## config.mk

```make
export PLATFORM = sky130hd
export DESIGN_NAME = alu3_arbiter
export DESIGN_NICKNAME = d
export VERILOG_FILES = /design/src/rtl/alu3_arbiter.sv
export SDC_FILE = /design/constraint.sdc
export NUM_CORES = 1
export LEC_CHECK = 0
export ABC_CLOCK_PERIOD_IN_PS = 2600
export CAP_MARGIN = 20
export CELL_PAD_IN_SITES_DETAIL_PLACEMENT = 1
export CELL_PAD_IN_SITES_GLOBAL_PLACEMENT = 2
export CORE_ASPECT_RATIO = 1.4
export CORE_MARGIN = 2
export CORE_UTILIZATION = 23
export CTS_CLUSTER_SIZE = 28
export DETAILED_ROUTE_END_ITERATION = 16
export GPL_TIMING_DRIVEN = 1
export PLACE_DENSITY_LB_ADDON = 0.1
export SETUP_SLACK_MARGIN = 0.05
export SYNTH_ARGS = -nofsm -noshare
export SYNTH_HDL_FRONTEND = slang
export SYNTH_SLANG_ARGS = --single-unit
export TNS_END_PERCENT = 10
```

## constraint.sdc

```tcl
create_clock -name Clk -period 2.6 [get_ports Clk]
set_clock_uncertainty 0.1 [all_clocks]
set_input_delay 0.52 -clock Clk [delete_from_list [all_inputs] [get_ports Clk]]
set_output_delay 0.52 -clock Clk [all_outputs]
set_load 0.02 [all_outputs]
```

## src/rtl/alu3_arbiter.sv

```systemverilog
// alu3_arbiter: round-robin front end that shares one external 3-bit ALU
// among NREQ requesters. One operation is in flight at a time: the winner's
// operands are registered onto the ALU inputs, the result is captured one
// cycle later, and it is returned on a single response channel together
// with the requester index. Illegal opcodes skip the ALU and return an error.
module alu3_arbiter #(
  parameter int NREQ = 4,
  parameter int IDW  = 2
) (
  input  logic              Clk,
  input  logic              Rst,
  input  logic [NREQ-1:0]   ReqValid,
  input  logic [3*NREQ-1:0] ReqOp,
  input  logic [3*NREQ-1:0] ReqA,
  input  logic [3*NREQ-1:0] ReqB,
  output logic [NREQ-1:0]   ReqReady,
  output logic [2:0]        AluIn1,
  output logic [2:0]        AluIn2,
  output logic [2:0]        AluSel,
  input  logic [3:0]        AluOut,
  output logic              RspValid,
  input  logic              RspReady,
  output logic [IDW-1:0]    RspId,
  output logic [3:0]        RspData,
  output logic              RspErr,
  output logic              Busy
);

  typedef enum logic [1:0] {
    IDLE = 2'd0,
    EXEC = 2'd1,
    RESP = 2'd2
  } state_t;

  state_t         state;
  logic [IDW-1:0] ptr;
  logic           found;
  logic [IDW-1:0] win_id;
  logic [2:0]     win_op;
  logic [2:0]     win_a;
  logic [2:0]     win_b;
  logic [IDW-1:0] next_ptr;
  logic           win_legal;

  // Round-robin search: first valid requester at or above the pointer, with wrap.
  always_comb begin
    logic [IDW:0] sum;
    found  = 1'b0;
    win_id = '0;
    sum    = '0;
    for (int k = 0; k < NREQ; k++) begin
      sum = {1'b0, ptr} + (IDW+1)'(k);
      if (sum >= (IDW+1)'(NREQ)) begin
        sum = sum - (IDW+1)'(NREQ);
      end
      if (!found && ReqValid[sum[IDW-1:0]]) begin
        found  = 1'b1;
        win_id = sum[IDW-1:0];
      end
    end
  end

  // Pick the winner's opcode and operand slices out of the packed buses.
  always_comb begin
    win_op = '0;
    win_a  = '0;
    win_b  = '0;
    for (int i = 0; i < NREQ; i++) begin
      if (win_id == IDW'(i)) begin
        win_op = ReqOp[3*i +: 3];
        win_a  = ReqA[3*i +: 3];
        win_b  = ReqB[3*i +: 3];
      end
    end
  end

  // Accept strobe is only offered while idle, and only to the current winner.
  always_comb begin
    ReqReady = '0;
    if (state == IDLE && found) begin
      ReqReady[win_id] = 1'b1;
    end
  end

  // Pointer moves just past the requester that was served; NREQ need not be a power of two.
  always_comb begin
    next_ptr = RspId + IDW'(1);
    if (RspId == IDW'(NREQ - 1)) begin
      next_ptr = '0;
    end
  end

  assign win_legal = (win_op <= 3'd4);

  // Sequencer: accept in IDLE, let the ALU settle in EXEC, hold the response in RESP.
  always_ff @(posedge Clk or posedge Rst) begin
    if (Rst) begin
      state    <= IDLE;
      ptr      <= '0;
      AluIn1   <= '0;
      AluIn2   <= '0;
      AluSel   <= '0;
      RspValid <= 1'b0;
      RspId    <= '0;
      RspData  <= '0;
      RspErr   <= 1'b0;
      Busy     <= 1'b0;
    end else begin
      case (state)
        IDLE: begin
          if (found) begin
            RspId <= win_id;
            Busy  <= 1'b1;
            if (win_legal) begin
              AluIn1 <= win_a;
              AluIn2 <= win_b;
              AluSel <= win_op;
              state  <= EXEC;
            end else begin
              RspData  <= 4'd0;
              RspErr   <= 1'b1;
              RspValid <= 1'b1;
              state    <= RESP;
            end
          end
        end
        EXEC: begin
          RspData  <= AluOut;
          RspErr   <= 1'b0;
          RspValid <= 1'b1;
          state    <= RESP;
        end
        RESP: begin
          if (RspReady) begin
            RspValid <= 1'b0;
            ptr      <= next_ptr;
            Busy     <= 1'b0;
            state    <= IDLE;
          end
        end
        default: begin
          RspValid <= 1'b0;
          Busy     <= 1'b0;
          state    <= IDLE;
        end
      endcase
    end
  end

endmodule

```

* After elaboration in Yosys (flattened, before gate mapping)
Cells that the tools add are included.
** Storage, ports and cells
- Register bits after elaboration :: 22
- Input port bits :: 47
- Output and inout bits :: 22
** Cells by class
- $add $sub $neg :: 8
- Magnitude comparators :: 11
- Equal/unequal tests :: 9
- Multiplexer cells :: 50
- Bitwise logic cells :: 1
- Reductions and logical operators :: 18
** Operator list (count)
- $mux 3 :: 12
- $mux 2 :: 12
- $lt 2x3->1 const B :: 5
- $mux 1 :: 13
- $mux 4 :: 3
- $reduce_and 3->1 :: 4
- $ge 3x3->1 const B :: 3
- $bmux 1 s2 :: 4
- $eq 2x2->1 const B :: 4
- $pmux 4 s2 :: 1
- $sub 2x1->2 const B :: 4
- $add 2x2->3 const B :: 2
- $ne 2x2->1 const B :: 3
- $pmux 1 s3 :: 2
- $pmux 2 s3 :: 1
- $reduce_and 2->1 :: 3
- $logic_and 1x1->1 :: 5
- $eq 2x1->1 const B :: 2
- $logic_not 2->1 :: 2
- $add 2x1->3 const B :: 1
- $ge 2x3->1 const B :: 1
- $le 3x3->1 const B :: 1
- $logic_not 1->1 :: 3
- $add 2x1->2 const B :: 1
- 5 further kinds :: 5

* Logic depth before layout (Yosys ltp)
Gate-level depths: netlist of run 1.
- Word-level depth :: 23
- Mapped depth :: 8

* Worst setup path before layout of run 1
No wires, ideal clock.
- Path kind :: input to register
- From :: in ReqValid[2]
- To :: reg AluIn1[0]
- Setup time :: 0.125 ns
- Arrival :: 2.298 ns
- Slack :: 0.077 ns
- Stages on the path :: 7
- Path through :: nor2b_2 a211o_1 nand2_4 mux4_2 a21oi_4 o21ai_4 mux2_4
** On the way
- Longest elaborated chain between the ends :: 19
** Ends and longest elaborated chain
- from (decl) :: RTL line 12 : input logic [NREQ-1:0] ReqValid,
- $bmux 1 s2 :: RTL line 56 : if (!found && ReqValid[sum[IDW-1:0]]) begin
- $mux 1 (not written as such) :: RTL line 56
- $mux 1 :: RTL line 56
- $logic_not 1->1 :: RTL line 56
- $logic_and 1x1->1 :: RTL line 56
- $mux 1 :: RTL line 56
- $logic_not 1->1 :: RTL line 56
- $logic_and 1x1->1 :: RTL line 56
- $mux 1 :: RTL line 56
- $logic_not 1->1 :: RTL line 56
- $logic_and 1x1->1 :: RTL line 56
- $mux 2 :: RTL line 56
- $logic_not 2->1 :: RTL line 69 : if (win_id == IDW'(i)) begin
- $mux 3 (4 in a row) :: RTL line 69
- $le 3x3->1 :: RTL line 93 : assign win_legal = (win_op <= 3'd4);
- $reduce_and 3->1 (no line)
- to (signal assigned) :: RTL line 115 : AluIn1 <= win_a;
- to (decl) :: RTL line 17 : output logic [2:0] AluIn1,
Parallel ways exist; a longest one is shown, timed or not. The select of a mux whose other input is x is not followed.
A chain may end at the register's enable or synchronous reset.

* Worst setup path after layout of run 1
- From :: in ReqValid[2]
- To :: reg AluIn1[2]
Same word-level chain as after synthesis.

==> reports/results.txt, run 1 <==
The class of the most critical hold timing path is reg2reg. Measured along the y axis, the die boundary spans 96.7 um. The post-detailed-route via-to-cell ratio came out at 4.73. The proportion of synthesized chip area in sequential cells was 39.0%; the post-layout minimum cycle time was 2.54 ns.

The share of synthesized area in the top cell type comes to 39.0%. The tools report the number of endpoints with negative hold slack in the final report as 0. Launching element type of the critical path: an input port.

The post-synthesis average cell area works out to 9.81 um2. Global routing finished with a remaining overflow of 0. For this run, the leading register cell type out of synthesis is sky130_fd_sc_hd__dfrtp_1. The hold-critical path depth came out at 1.

The logs give 192 for the net count of the mapped netlist and -0.534 ns for the worst setup slack before clock tree synthesis. Walking the worst path, the cells encountered are dlygate4sd2_1, nor2b_2, a211o_1, nand2_4, mux4_2, a21oi_4, o21ai_4, buf_12, mux2_4. For the antenna diode instance count, the log shows 0. The worst setup path is of the in2reg kind. The instance count of the mapped netlist is 144, and the depth of the most critical reg-to-reg path is 8. Dividing the detail-routed wire length by the instance count gives 14.8 um. In the routed design, unresolved DRC markers number 0. 69 I/O pins were placed. The clock-pin transition on the worst setup and hold timing paths is 0.08 ns. For this block, the via count after detailed routing is 1442. The first global-routing pass estimated 7420 um of wire. Summing every instance area after synthesis gives 1410 um2. The headroom to the max-slew limit was 45.1%; the routed wire length was 4510 um. IR analysis of the VDD net gives a maximum drop of 0.419 mV. Worst-case clock buffer depth: 2.

The H-tree depth reported by CTS was 1. The first-iteration detailed-routing DRC count was 32. Unique cell type count in the Yosys netlist: 40. In this run the worst setup path begins at ReqValid[2]. The worst register-to-register path begins at ptr[1]$_DFFE_PP0P_. During placement, the flow inserted port buffers numbering 68.

Setup violations remaining at the end of the flow were counted as 0. Global placement routability congestion: 0.778. The tools report the clock network latency to the later pin of the worst-skew pair as 0.26 ns. The fraction of the core area covered by cells at the end of the flow came out at 41.1%. The first TritonRoute pass finished after 4 iterations.

At the pin with the least slew margin, the transition time is 0.823 ns. Yosys attributes the largest share of cell area to sky130_fd_sc_hd__dfrtp_1 (39%), sky130_fd_sc_hd__mux2_4 (7.4%), sky130_fd_sc_hd__mux2_2 (5.6%). The logs give 0.394 GHz for the maximum frequency from static timing analysis and 284 for the final-stage net count. The final-report max-slew violation count is 0, and the horizontal extent of the die is 70.2 um.

The initial utilization of the core area, before any placement, comes to 23.9%. From synthesis to final layout, the design area changed by 71.9%. For the number of buffers inserted during clock tree synthesis, the log shows 3. Data on the critical path is required at its endpoint by 2.65 ns. The buffer and inverter count on the worst path was 2. The setup check on the worst reg-to-reg path leaves a slack of 0.14 ns.

The number of enable-type register cells in the synthesized netlist was 0; the number of warnings issued by yosys was 0. Once detailed placement completed, the half-perimeter wirelength came to 3640 um. The largest total area in the synthesized netlist belongs to sky130_fd_sc_hd__dfrtp_1.

For this design the ratio of total power to cell area is 1140 nW/um2. In the final layout, the share of cells above drive strength 1 is 26.4%. The tools report the initial antenna violation count as 0. The kind of cell adding the most delay to the critical path is multiplexers. The flow ran to the end, and the final reports show no timing, DRC or antenna violations. The cell with the largest stage delay on the worst path is sky130_fd_sc_hd__mux4_2. The placeable core area is 5900 um2. Async set-or-reset flop fraction in the synthesized netlist: 100%. In this run the number of cells on the critical path is 9. The number of synthesized register bits is 22, and the maximum number of pins on one net before global-route repair is 23. Total of max-cap violations: 0. After layout, the worst path uses 97.6% of the clock period.

For the leakage power figure, the log shows 1.04 nW. The tools report the area enclosed by the die boundary as 6790 um2. In the post-route analysis, the smallest setup slack over all paths is 0.0616 ns. The critical register-to-register path endpoint was AluIn1[2]$_DFFE_PP0P_. The kind of end point of the critical path was a flip-flop.

Clock tree synthesis found a total of 22 sinks. TritonCTS built the clock tree. The number of global-route vias before repair was 1583. The peak fanout along the critical path is 8. The run gives 0 as the residual antenna-violating net count after detailed routing. Global routing used 13.2% of the available tracks across all layers. The tools report the last element of the critical path as AluIn1[2]$_DFFE_PP0P_. Arrival time of the worst setup path: 2.59 ns.

Setup repair after global routing could not meet its margin everywhere. The floorplan has 33 rows. The tree is rooted in a sky130_fd_sc_hd__clkbuf_8. In this design, the stage delay of the slowest critical-path cell is 0.55 ns.
sequential cells by signal, summed over array words and instances (netlist names), 2 cells and up:
name / cells
AluIn1: 3
AluIn2: 3
AluSel: 3
RspData: 4
RspId: 2
ptr: 2
state: 2
cells in the mapped netlist, types with 2 or more instances:
library cell	count
sky130_fd_sc_hd__a22oi_1	5
sky130_fd_sc_hd__inv_1	4
sky130_fd_sc_hd__clkbuf_1	2
sky130_fd_sc_hd__buf_6	2
sky130_fd_sc_hd__o31a_1	2
sky130_fd_sc_hd__nor2b_2	2
sky130_fd_sc_hd__nand2b_1	5
sky130_fd_sc_hd__nor2b_1	2
sky130_fd_sc_hd__a31oi_1	6
sky130_fd_sc_hd__mux2i_1	3
sky130_fd_sc_hd__mux2_2	7
sky130_fd_sc_hd__nand2_1	19
sky130_fd_sc_hd__a211oi_1	3
sky130_fd_sc_hd__dfrtp_1	22
sky130_fd_sc_hd__o21ai_0	9
sky130_fd_sc_hd__nand3_1	3
sky130_fd_sc_hd__mux2_4	7
sky130_fd_sc_hd__nand3b_1	2
sky130_fd_sc_hd__nor3_1	3
sky130_fd_sc_hd__nor2_1	15
sky130_fd_sc_hd__a21oi_1	2
metal layers:
metal  up-vias  global-route usage [%]  part of all wire (%)
li1        700                       -                     -
met1       697                    14.5                    39
met2        41                    25.4                    54
met3         4                    2.92                   6.4
met4         0                    2.66                  0.75
met5         -                       0                     0
placed cells by master (no fill, tap or decap), types with 2 or more instances in the layout:
cell type and count:
sky130_fd_sc_hd__nand3b_1 2, sky130_fd_sc_hd__a22oi_1 5, sky130_fd_sc_hd__mux2_2 7, sky130_fd_sc_hd__o21ai_0 9, sky130_fd_sc_hd__nor2b_1 2, sky130_fd_sc_hd__a21oi_1 2, sky130_fd_sc_hd__mux2i_1 3, sky130_fd_sc_hd__a211oi_1 2
sky130_fd_sc_hd__nand3_1 3, sky130_fd_sc_hd__o31a_1 2, sky130_fd_sc_hd__mux2_4 7, sky130_fd_sc_hd__clkdlybuf4s15_1 2, sky130_fd_sc_hd__nor2b_4 2, sky130_fd_sc_hd__dfrtp_1 22, sky130_fd_sc_hd__clkbuf_8 3, sky130_fd_sc_hd__nand2b_1 4
sky130_fd_sc_hd__nor2_1 15, sky130_fd_sc_hd__a31oi_1 6, sky130_fd_sc_hd__inv_1 4, sky130_fd_sc_hd__clkdlybuf4s50_1 60, sky130_fd_sc_hd__buf_4 23, sky130_fd_sc_hd__buf_2 3, sky130_fd_sc_hd__nand2_1 19, sky130_fd_sc_hd__nor3_1 3
sky130_fd_sc_hd__dlygate4sd2_1 2
power by group:
group          total (mW)  internal, mW  switching (mW)
Clock               0.313         0.205           0.108
Sequential          0.660         0.522           0.138
Combinational        1.79         0.942           0.851
cell type report:
cell class | count | area (um2)
fill | 673 | 3480
timing repair buffer | 92 | 857
multi-input combinational | 113 | 847
sequential | 22 | 551
tap | 70 | 87.6
clock buffer | 3 | 41.3
clock inverter | 1 | 30.0
inverter | 4 | 15.0
worst min path at each step:
stage	slack, ns	to	start
5_1_grt	0.44	AluIn2[1]$_DFFE_PP0P_	AluIn2[1]$_DFFE_PP0P_
3_3_place_gp	0.39	Busy$_DFFE_PP0P_	Busy$_DFFE_PP0P_
4_1_cts	0.43	AluIn2[2]$_DFFE_PP0P_	AluIn2[2]$_DFFE_PP0P_
3_5_place_dp	0.39	AluIn2[2]$_DFFE_PP0P_	AluIn2[2]$_DFFE_PP0P_
6_report	0.43	AluIn2[1]$_DFFE_PP0P_	AluIn2[1]$_DFFE_PP0P_
2_1_floorplan	0.41	AluIn1[0]$_DFFE_PP0P_	Rst
through the flow:
| step | cells | area [um2] | total power [mW] | hold slack [ns] | setup TNS, ns |
|---|---|---|---|---|---|
| 5_1_grt | 305 | 2430 | 2.97 | 0.445 | -0.00204 |
| 4_1_cts | 305 | 2430 | 2.80 | 0.428 | 0 |
| 3_3_place_gp | 295 | 2280 | 2.33 | 0.390 | -8.18 |
| 3_5_place_dp | 295 | 2280 | 2.38 | 0.393 | -9.25 |
| 6_report | 305 | 2430 | 2.77 | 0.426 | 0 |
| 2_1_floorplan | 144 | 1410 | 1.67 | 0.409 | 0 |
cell families (layout without fill, tap and decap cells):
logic type / Yosys count / count (layout) / synth area share, %
fa+ha+maj: 1 / 1 / 0.886
simple gates: 57 / 57 / 20.4
buf+inv: 9 / 100 / 3.54
mux: 18 / 18 / 16.7
flops: 22 / 22 / 39.0
compound gates: 37 / 37 / 19.5
timing repair:
action                                  CTS  global route
endpoints found under the setup margin   21            15
buffers inserted                          6             0
gates resized for setup                  21             9
pin swaps                                 3             2
hold buffers                              0             0
(Power assumes the default switching activity.)
==> run 2, diff against run 1 <==
- PLACE_DENSITY: default -> 0.83
- PLACE_DENSITY_LB_ADDON: 0.1 -> default
==> run 2 against run 1 <==
  * Worst setup slack better by 0.095 ns
  * Clock power shrank 35%
  * Critical path depth down 1
  * Fmax grew 3.9%
  * Sequential share of layout area up 0.087 points
  * Count of clock-buffer cells in the layout did not move
  * Cell area fell by 0.15%
  * Wire length barely moved
  * Core utilization shrank 0.064 points
  * Non-clock buffer count increased by 4
  * Critical endpoint is now AluIn1[1]$_DFFE_PP0P_
  * Largest power group unchanged
==> reports/results.txt, run 2 (synthesis gave the netlist of run 1 again) <==
The run finished with clean final reports. The maximum frequency from static timing analysis is 0.409 GHz (+3.9%). Worst path required time: 2.64 ns (about the same). Power per cell area: 1110 nW/um2 (-2.5%).

In this run the most used layer during global routing was met2. For the routed wire length, the log shows 4510 um (about the same). Launching element type of the critical path: a flip-flop.

The total congestion overflow after global routing came out at 0 (unchanged). The depth of the most critical reg-to-reg path was 8 (unchanged); the maximum number of pins on one net before global-route repair was 23 (unchanged). For this design, the slowest cell found on the critical path is sky130_fd_sc_hd__mux4_2. The number of flip-flops under the largest register name works out to 4 (unchanged). The placeable core area was 5900 um2 (unchanged); the area of the multi-input gates was 842 um2 (-0.59%).

Total internal power: 1.60 mW (-4.0%). The hold-critical path depth came out at 1 (unchanged). Leaving out fill and tap cells, the most frequent cell in the layout is sky130_fd_sc_hd__clkdlybuf4s50_1. The global routing met1 resource utilization was 16.1% (+1.6 points). The post-detailed-route wirelength per cell is 14.6 um (-0.95%), and the proportion of total power due to net switching is 40.5% (+0.87 points). The clock-pin transition on the worst setup and hold timing paths is 0.07 ns (about the same).

TritonCTS built the clock tree. The logs give 22 (unchanged) for the clock sink count and 2 (unchanged) for the worst-case clock buffer depth. The final-report max-slew violation count was 0 (unchanged).

Post-layout minimum cycle time: 2.44 ns (-0.0951 ns). For the aggregate global-route resource usage, the log shows 14.2% (+0.96 points). The path class of the tightest hold or removal check is reg2reg.

The clock tree root buffer cell is sky130_fd_sc_hd__clkbuf_8. For the fraction of the core area covered by cells at the end of the flow, the log shows 41.1% (-0.064 points). The first-iteration detailed-routing DRC count came out at 56 (+75%).

The final cycle utilization of the critical path is 94.0% (-3.7 points). The first-pass GRT wire length was 7750 um (+4.5%). The tools report the total of max-cap violations as 0 (unchanged).

The peak fanout along the critical path was 7 (-1). Walking the worst path, the cells encountered are nand2_1, a211o_1, nand2_4, mux4_2, a21oi_4, o21ai_4, buf_12, mux2_4. The area growth from synthesis to layout is 71.7%. The post-detailed-route via-to-cell ratio was 4.64 (-1.9%). The run gives 33 (unchanged) as the number of placement rows.

The vertical die dimension is 96.7 um (unchanged). Proportion of power drawn by the clock network: 7.6% (-3.7 points). The run gives 4 (unchanged) as the number of iterations in the first detailed-routing pass. Setup repair after global routing could not meet its margin everywhere.

Worst-case vdd ir drop: 0.485 mV (+16%). The tools report the setup-violating endpoint count in the final report as 0 (unchanged). The critical path's largest stage delay works out to 0.54 ns (about the same). The tools report the number of global-route vias before repair as 1569 (-0.88%). Number of endpoints with negative hold slack in the final report: 0 (unchanged). The run gives 1.09 mW (-0.46%) as the switching power of the nets. The logs give 288 (+1.4%) for the final-stage net count and 27.3% (+1.9 points) for the met2 usage in global routing. The logs give 1.77% (-1.1 points) for the global-route track usage on met3 and 300 (+1.7%) for the cell count after placement. For the sum of negative setup slack, the log shows 0 ns (unchanged).

Horizontal extent of the die: 70.2 um (unchanged). The tools report the post-route DRC violation count as 0 (unchanged). Number of buffers inserted during clock tree synthesis: 3 (unchanged). The antenna diode instance count came out at 0 (unchanged). The kind of end point of the critical path is a flip-flop.

The H-tree depth reported by CTS was 1 (unchanged). The initial antenna violation count was 0 (unchanged). Count of pins on the block boundary: 69 (unchanged). The residual antenna-violating net count after detailed routing came out at 0 (unchanged). The starting utilization of the core area was 23.9% (unchanged); the filler-free cell count of the finished design was 308 (+0.98%). The leakage power figure was 1.05 nW (+0.63%). The headroom to the max-slew limit was 75.0% (+30 points); the global placement routability congestion was 0.731 (-6.1%). The power share of the combinational group came out at 67.8% (+3.0 points). The tools report the area enclosed by the die boundary as 6790 um2 (unchanged).

Critical path class: reg2reg. The run gives 24.6% (+0.7 points) as the sequential share of power. The share of layout cells above drive strength 1 works out to 28.2% (+1.8 points). Leaving out fill and tap cells, the most frequent cells in the layout are sky130_fd_sc_hd__clkdlybuf4s50_1 (60), sky130_fd_sc_hd__buf_4 (25), sky130_fd_sc_hd__dfrtp_1 (21), sky130_fd_sc_hd__nand2_1 (19), sky130_fd_sc_hd__nor2_1 (15). The footprint of the flip-flops and latches was 552 um2 (+0.23%); the post-detailed-placement half-perimeter wirelength was 3640 um (about the same). The total number of vias was 1428 (-0.97%); the actual transition at the worst max-transition pin was 0.374 ns (-0.450 ns). The arrival time of the worst setup path is 2.49 ns (-0.10 ns). The run gives 0.25 ns (about the same) as the clock network latency to the later pin of the worst-skew pair. The number of port buffers came out at 68 (unchanged).

The register with the highest flop count is RspData. The number of fill cells in the layout was 683 (+1.5%).
run 2: cell count changes in the layout (fill, tap and decap cells not counted), sizes merged:
| cell | previous run | this run |
|---|---|---|
| clkbuf | 3 | 8 |
| bufinv | 1 | 0 |
| clkdlybuf4s15 | 3 | 2 |
| dlygate4sd2 | 2 | 1 |
| buf | 27 | 28 |
run 2: path summary, 6_finish.rpt:
check                                 startpoint               endpoint  slack, ns
min in group asynchronous                    Rst  AluIn2[1]$_DFFE_PP0P_       0.50
min                        AluIn1[0]$_DFFE_PP0P_  AluIn1[0]$_DFFE_PP0P_       0.41
max in group asynchronous                    Rst     ptr[1]$_DFFE_PP0P_       1.65
max reg2reg                   ptr[1]$_DFFE_PP0P_  AluIn1[1]$_DFFE_PP0P_       0.16
max                           ptr[1]$_DFFE_PP0P_  AluIn1[1]$_DFFE_PP0P_       0.16
min reg2reg                AluIn1[0]$_DFFE_PP0P_  AluIn1[0]$_DFFE_PP0P_       0.41
run 2: metrics by stage:
step / cell area [um2] / hold WS (ns) / setup WS, ns / total power, mW
2_1_floorplan: 1410 / 0.409 / 0.0770 / 1.67
3_3_place_gp: 2320 / 0.395 / -0.540 / 2.39
3_5_place_dp: 2320 / 0.402 / -0.591 / 2.43
4_1_cts: 2450 / 0.423 / 0.0602 / 2.75
5_1_grt: 2420 / 0.441 / 0.0475 / 2.92
6_report: 2420 / 0.413 / 0.157 / 2.69
run 2: power groups by stage:
| stage | logic [mW] | registers [mW] | clock network, mW |
|---|---|---|---|
| 6_report | 1.83 | 0.663 | 0.203 |
| 3_3_place_gp | 1.73 | 0.664 | 0 |
| 5_1_grt | 1.99 | 0.698 | 0.234 |
| 3_5_place_dp | 1.77 | 0.663 | 0 |
| 4_1_cts | 1.86 | 0.666 | 0.215 |
| 2_1_floorplan | 0.856 | 0.813 | 0 |
run 2: repair_timing:
action | 4_1_cts | 5_1_grt
setup buffers | 5 | 0
pin swaps | 4 | 0
gates resized for setup | 24 | 7
cloned | 0 | 0
setup endpoints to repair | 21 | 18
hold buffers | 0 | 0
run 2: final cells by class:
class                           instances  share of cell area, %
Timing Repair Buffer                   96                   36.6
Multi-Input combinational cell        113                   34.7
Sequential cell                        22                   22.8
Tap cell                               70                   3.61
Clock buffer                            3                   1.70
Inverter                                4                  0.619
run 2: layer usage:
layer  part of all wire, %  up-vias
met3                   4.0        2
met4                  0.64        0
met2                    58       30
met5                     0        -
li1                      -      705
met1                    37      691
run 2: worst max-delay path: cells and delay by family, from the launching register on:
| family | cells | cell delay, ns |
|---|---|---|
| flip-flops | 1 | 0.42 |
| multiplexers | 2 | 0.83 |
| AO/OA/AOI/OAI | 3 | 0.63 |
| buffers and inverters | 1 | 0.14 |
| AND/OR/NAND/NOR | 2 | 0.20 |
==> run 3, diff against run 2 <==
--- a/config.mk
+++ b/config.mk
@@ -14,2 +14,3 @@
 export CORE_UTILIZATION = 23
+export CTS_CLUSTER_DIAMETER = 200
 export CTS_CLUSTER_SIZE = 28
==> constraint.sdc (replaced) <==
create_clock -name Clk -period 2.6 [get_ports Clk]
set_clock_uncertainty 0.1 [all_clocks]
set_input_delay 0.26 -clock Clk [delete_from_list [all_inputs] [get_ports Clk]]
set_output_delay 0.26 -clock Clk [all_outputs]
set_load 0.02 [all_outputs]
==> run 3 against run 2 <==
  * Register-to-register slack better by 0.12 ns
  * Clock power is 57% higher
  * Combinational power is 7% lower
  * Wire length is 4.9% lower
  * Power is 0.38% lower
  * Global-route usage is 1.4 points lower
  * Worst setup slack better by 0.0086 ns
  * Critical endpoint is now AluIn1[0]$_DFFE_PP0P_
  * Largest power group unchanged
==> reports/results.txt, run 3 (synthesis gave the netlist of run 1 again) <==
The run finished with clean final reports. The final standard cell area without fillers was 2350 um2 (-3.0%); the number of global-route vias before repair was 1497 (-4.6%). The tools report the arrival time of the worst setup path as 2.49 ns (about the same). For the count of pins on the block boundary, the log shows 69 (unchanged).

Most common library cell in the layout ignoring fill and taps: sky130_fd_sc_hd__clkdlybuf4s50_1. Final-report max-slew violation count: 0 (unchanged). The tools report the worst setup margin as 0.165 ns (+0.00857 ns). The run gives 0 (unchanged) as the number of endpoints with negative hold slack in the final report. The maximum frequency from static timing analysis is 0.411 GHz (+0.35%). In the layout the commonest cells are sky130_fd_sc_hd__clkdlybuf4s50_1 (64), sky130_fd_sc_hd__dfrtp_1 (22), sky130_fd_sc_hd__nand2_1 (19), sky130_fd_sc_hd__buf_4 (18), sky130_fd_sc_hd__nor2_1 (15).

The clock network latency to the later pin of the worst-skew pair is 0.26 ns (about the same). The tree is rooted in a sky130_fd_sc_hd__clkbuf_8. The final cycle utilization of the critical path works out to 93.6% (-0.33 points). The placeable core area came out at 5900 um2 (unchanged). The number of flip-flops under the largest register name was 4 (unchanged); the number of buffers inserted during clock tree synthesis was 3 (unchanged). Register with the highest flop count: RspData. The buffer count from post-CTS setup fixing is 0 (-5), and the initial antenna violation count is 0 (unchanged).

The logs give 6790 um2 (unchanged) for the area enclosed by the die boundary and 2.68 mW (-0.38%) for the total design power. The clock-pin transition on the worst setup and hold timing paths was 0.08 ns (about the same). The total congestion overflow after global routing is 0 (unchanged), and the switching power of the nets is 1.07 mW (-1.6%). The post-detailed-placement half-perimeter wirelength is 3540 um (-2.6%), and the antenna diode instance count is 0 (unchanged). The aggregate global-route resource usage is 12.8% (-1.4 points).

Number of fill cells in the layout: 701 (+2.6%). The vertical die dimension was 96.7 um (unchanged); the worst-case clock buffer depth was 2 (unchanged). The number of iterations in the first detailed-routing pass is 4 (unchanged), and the first-iteration detailed-routing DRC count is 34 (-39%).

The tools report the first-pass GRT wire length as 7050 um (-9.0%). For the leakage power figure, the log shows 1.01 nW (-4.2%). The proportion of total power due to net switching was 40.0% (-0.49 points). The worst setup slack before clock tree synthesis was -0.129 ns (+0.461 ns); the number of placement rows was 33 (unchanged). The H-tree depth reported by CTS was 1 (unchanged). The power per cell area was 1140 nW/um2 (+2.7%); the global placement routability congestion was 0.725 (-0.75%). For the cell area after placement, the log shows 2280 um2 (-1.6%). Final-stage net count: 278 (-3.5%). STA classifies the critical path startpoint as an input port.

The share of layout cells above drive strength 1 was 21.8% (-6.3 points); the number of port buffers was 68 (unchanged). The post-route DRC violation count was 0 (unchanged). From synthesis to final layout, the design area changed by 66.5%. The clock sink count is 22 (unchanged), and the worst-case vdd ir drop is 0.395 mV (-18%). The post-detailed-route wirelength per cell was 14.3 um (-2.1%); the routed wire length was 4290 um (-4.9%). The setup-violating endpoint count in the final report came out at 0 (unchanged).

Setup repair after global routing left no endpoint under its margin. The tools report the total of max-cap violations as 0 (unchanged). The total number of vias came out at 1386 (-2.9%). The critical path class was in2reg.

The proportion of power drawn by the clock network is 11.9% (+4.3 points), and the post-layout minimum cycle time is 2.43 ns (-0.00857 ns). The min-delay analysis places its worst path in the category in2async. STA classifies the critical path endpoint as a flip-flop. The peak fanout along the critical path is 8 (+1). Total internal power: 1.61 mW (+0.44%).

The post-detailed-route via-to-cell ratio was 4.64 (about the same). The horizontal extent of the die is 70.2 um (unchanged), and the residual antenna-violating net count after detailed routing is 0 (unchanged). TritonCTS built the clock tree.

The maximum number of pins on one net before global-route repair is 23 (unchanged), and the power share of the combinational group is 63.2% (-4.6 points). The starting utilization of the core area came out at 23.9% (unchanged). The tools report the sequential share of power as 24.9% (+0.3 points). Worst path required time: 2.65 ns (about the same).

The actual transition at the worst max-transition pin is 0.806 ns (+0.432 ns), and the headroom to the max-slew limit is 46.2% (-29 points).
==> run 3: cell types whose count changed in the layout (fill, tap and decap cells not counted), moves of 3 or more <==
cell / before / now
sky130_fd_sc_hd__clkbuf_2: 5 / 0
sky130_fd_sc_hd__clkdlybuf4s50_1: 60 / 64
sky130_fd_sc_hd__dlygate4sd2_1: 1 / 4
sky130_fd_sc_hd__buf_4: 25 / 18
==> run 3: metrics by stage <==
step                util [%]  hold slack (ns)  cells  setup TNS [ns]
floorplan                  -            0.149    144               0
global route            39.8            0.419    299               0
finish                  39.8            0.351    299               0
CTS                     39.8            0.395    299               0
detailed placement      38.6            0.406    295           -1.40
global placement        38.6            0.390    295           -1.09
==> run 3: worst paths after layout <==
path | start | to | slack, ns | cells after the start
worst max-delay path | ReqValid[2] | AluIn1[0]$_DFFE_PP0P_ | 0.17 | 8
worst min-delay path | Rst | RspData[1]$_DFFE_PP0P_ | 0.35 | 2
worst max register to register | ptr[1]$_DFFE_PP0P_ | AluIn1[0]$_DFFE_PP0P_ | 0.28 | 7
worst min register to register | Busy$_DFFE_PP0P_ | Busy$_DFFE_PP0P_ | 0.42 | 2
max in group asynchronous | Rst | ptr[1]$_DFFE_PP0P_ | 1.55 | 2
min in group Clk | Busy$_DFFE_PP0P_ | Busy$_DFFE_PP0P_ | 0.42 | 2
==> run 3: layout make-up <==
| cell class | count | area (um2) | share of cell area [%] |
|---|---|---|---|
| clock buffer | 3 | 41.3 | 1.76 |
| clock inverter | 1 | 30.0 | 1.28 |
| timing repair buffer | 86 | 811 | 34.5 |
| tap | 70 | 87.6 | 3.72 |
| multi-input combinational | 113 | 817 | 34.7 |
| inverter | 4 | 15.0 | 0.638 |
| sequential | 22 | 551 | 23.4 |
==> run 3: power groups by stage <==
stage | combinational [mW] | clock (mW) | sequential, mW
after global placement | 1.70 | 0 | 0.665
after global routing | 1.84 | 0.341 | 0.697
after CTS | 1.72 | 0.324 | 0.669
final | 1.70 | 0.319 | 0.667
after detailed placement | 1.73 | 0 | 0.667
after floorplan | 0.856 | 0 | 0.813
==> run 3: timing repair <==
| item | in CTS | in global routing |
|---|---|---|
| gates resized for setup | 4 | 1 |
| hold buffers | 0 | 0 |
| pin swaps | 0 | 0 |
| setup endpoints to repair | 4 | 1 |
==> run 3: per-layer routing <==
metal | vias up | GRT usage (%) | routed length (um)
met1 | 660 | 13.8 | 1610
met5 | - | 0 | 0
met2 | 35 | 24.6 | 2430
met4 | 0 | 3.55 | 47
met3 | 5 | 2.50 | 201
li1 | 686 | - | -
==> run 3: worst max-delay path, cell delays in order <==
cell	delay, ns
sky130_fd_sc_hd__clkdlybuf4s50_1	0.44
sky130_fd_sc_hd__nor2b_2	0.18
sky130_fd_sc_hd__a211o_1	0.34
sky130_fd_sc_hd__nand2_4	0.09
sky130_fd_sc_hd__mux4_2	0.53
sky130_fd_sc_hd__a21oi_4	0.19
sky130_fd_sc_hd__o21ai_4	0.14
sky130_fd_sc_hd__mux2_4	0.32
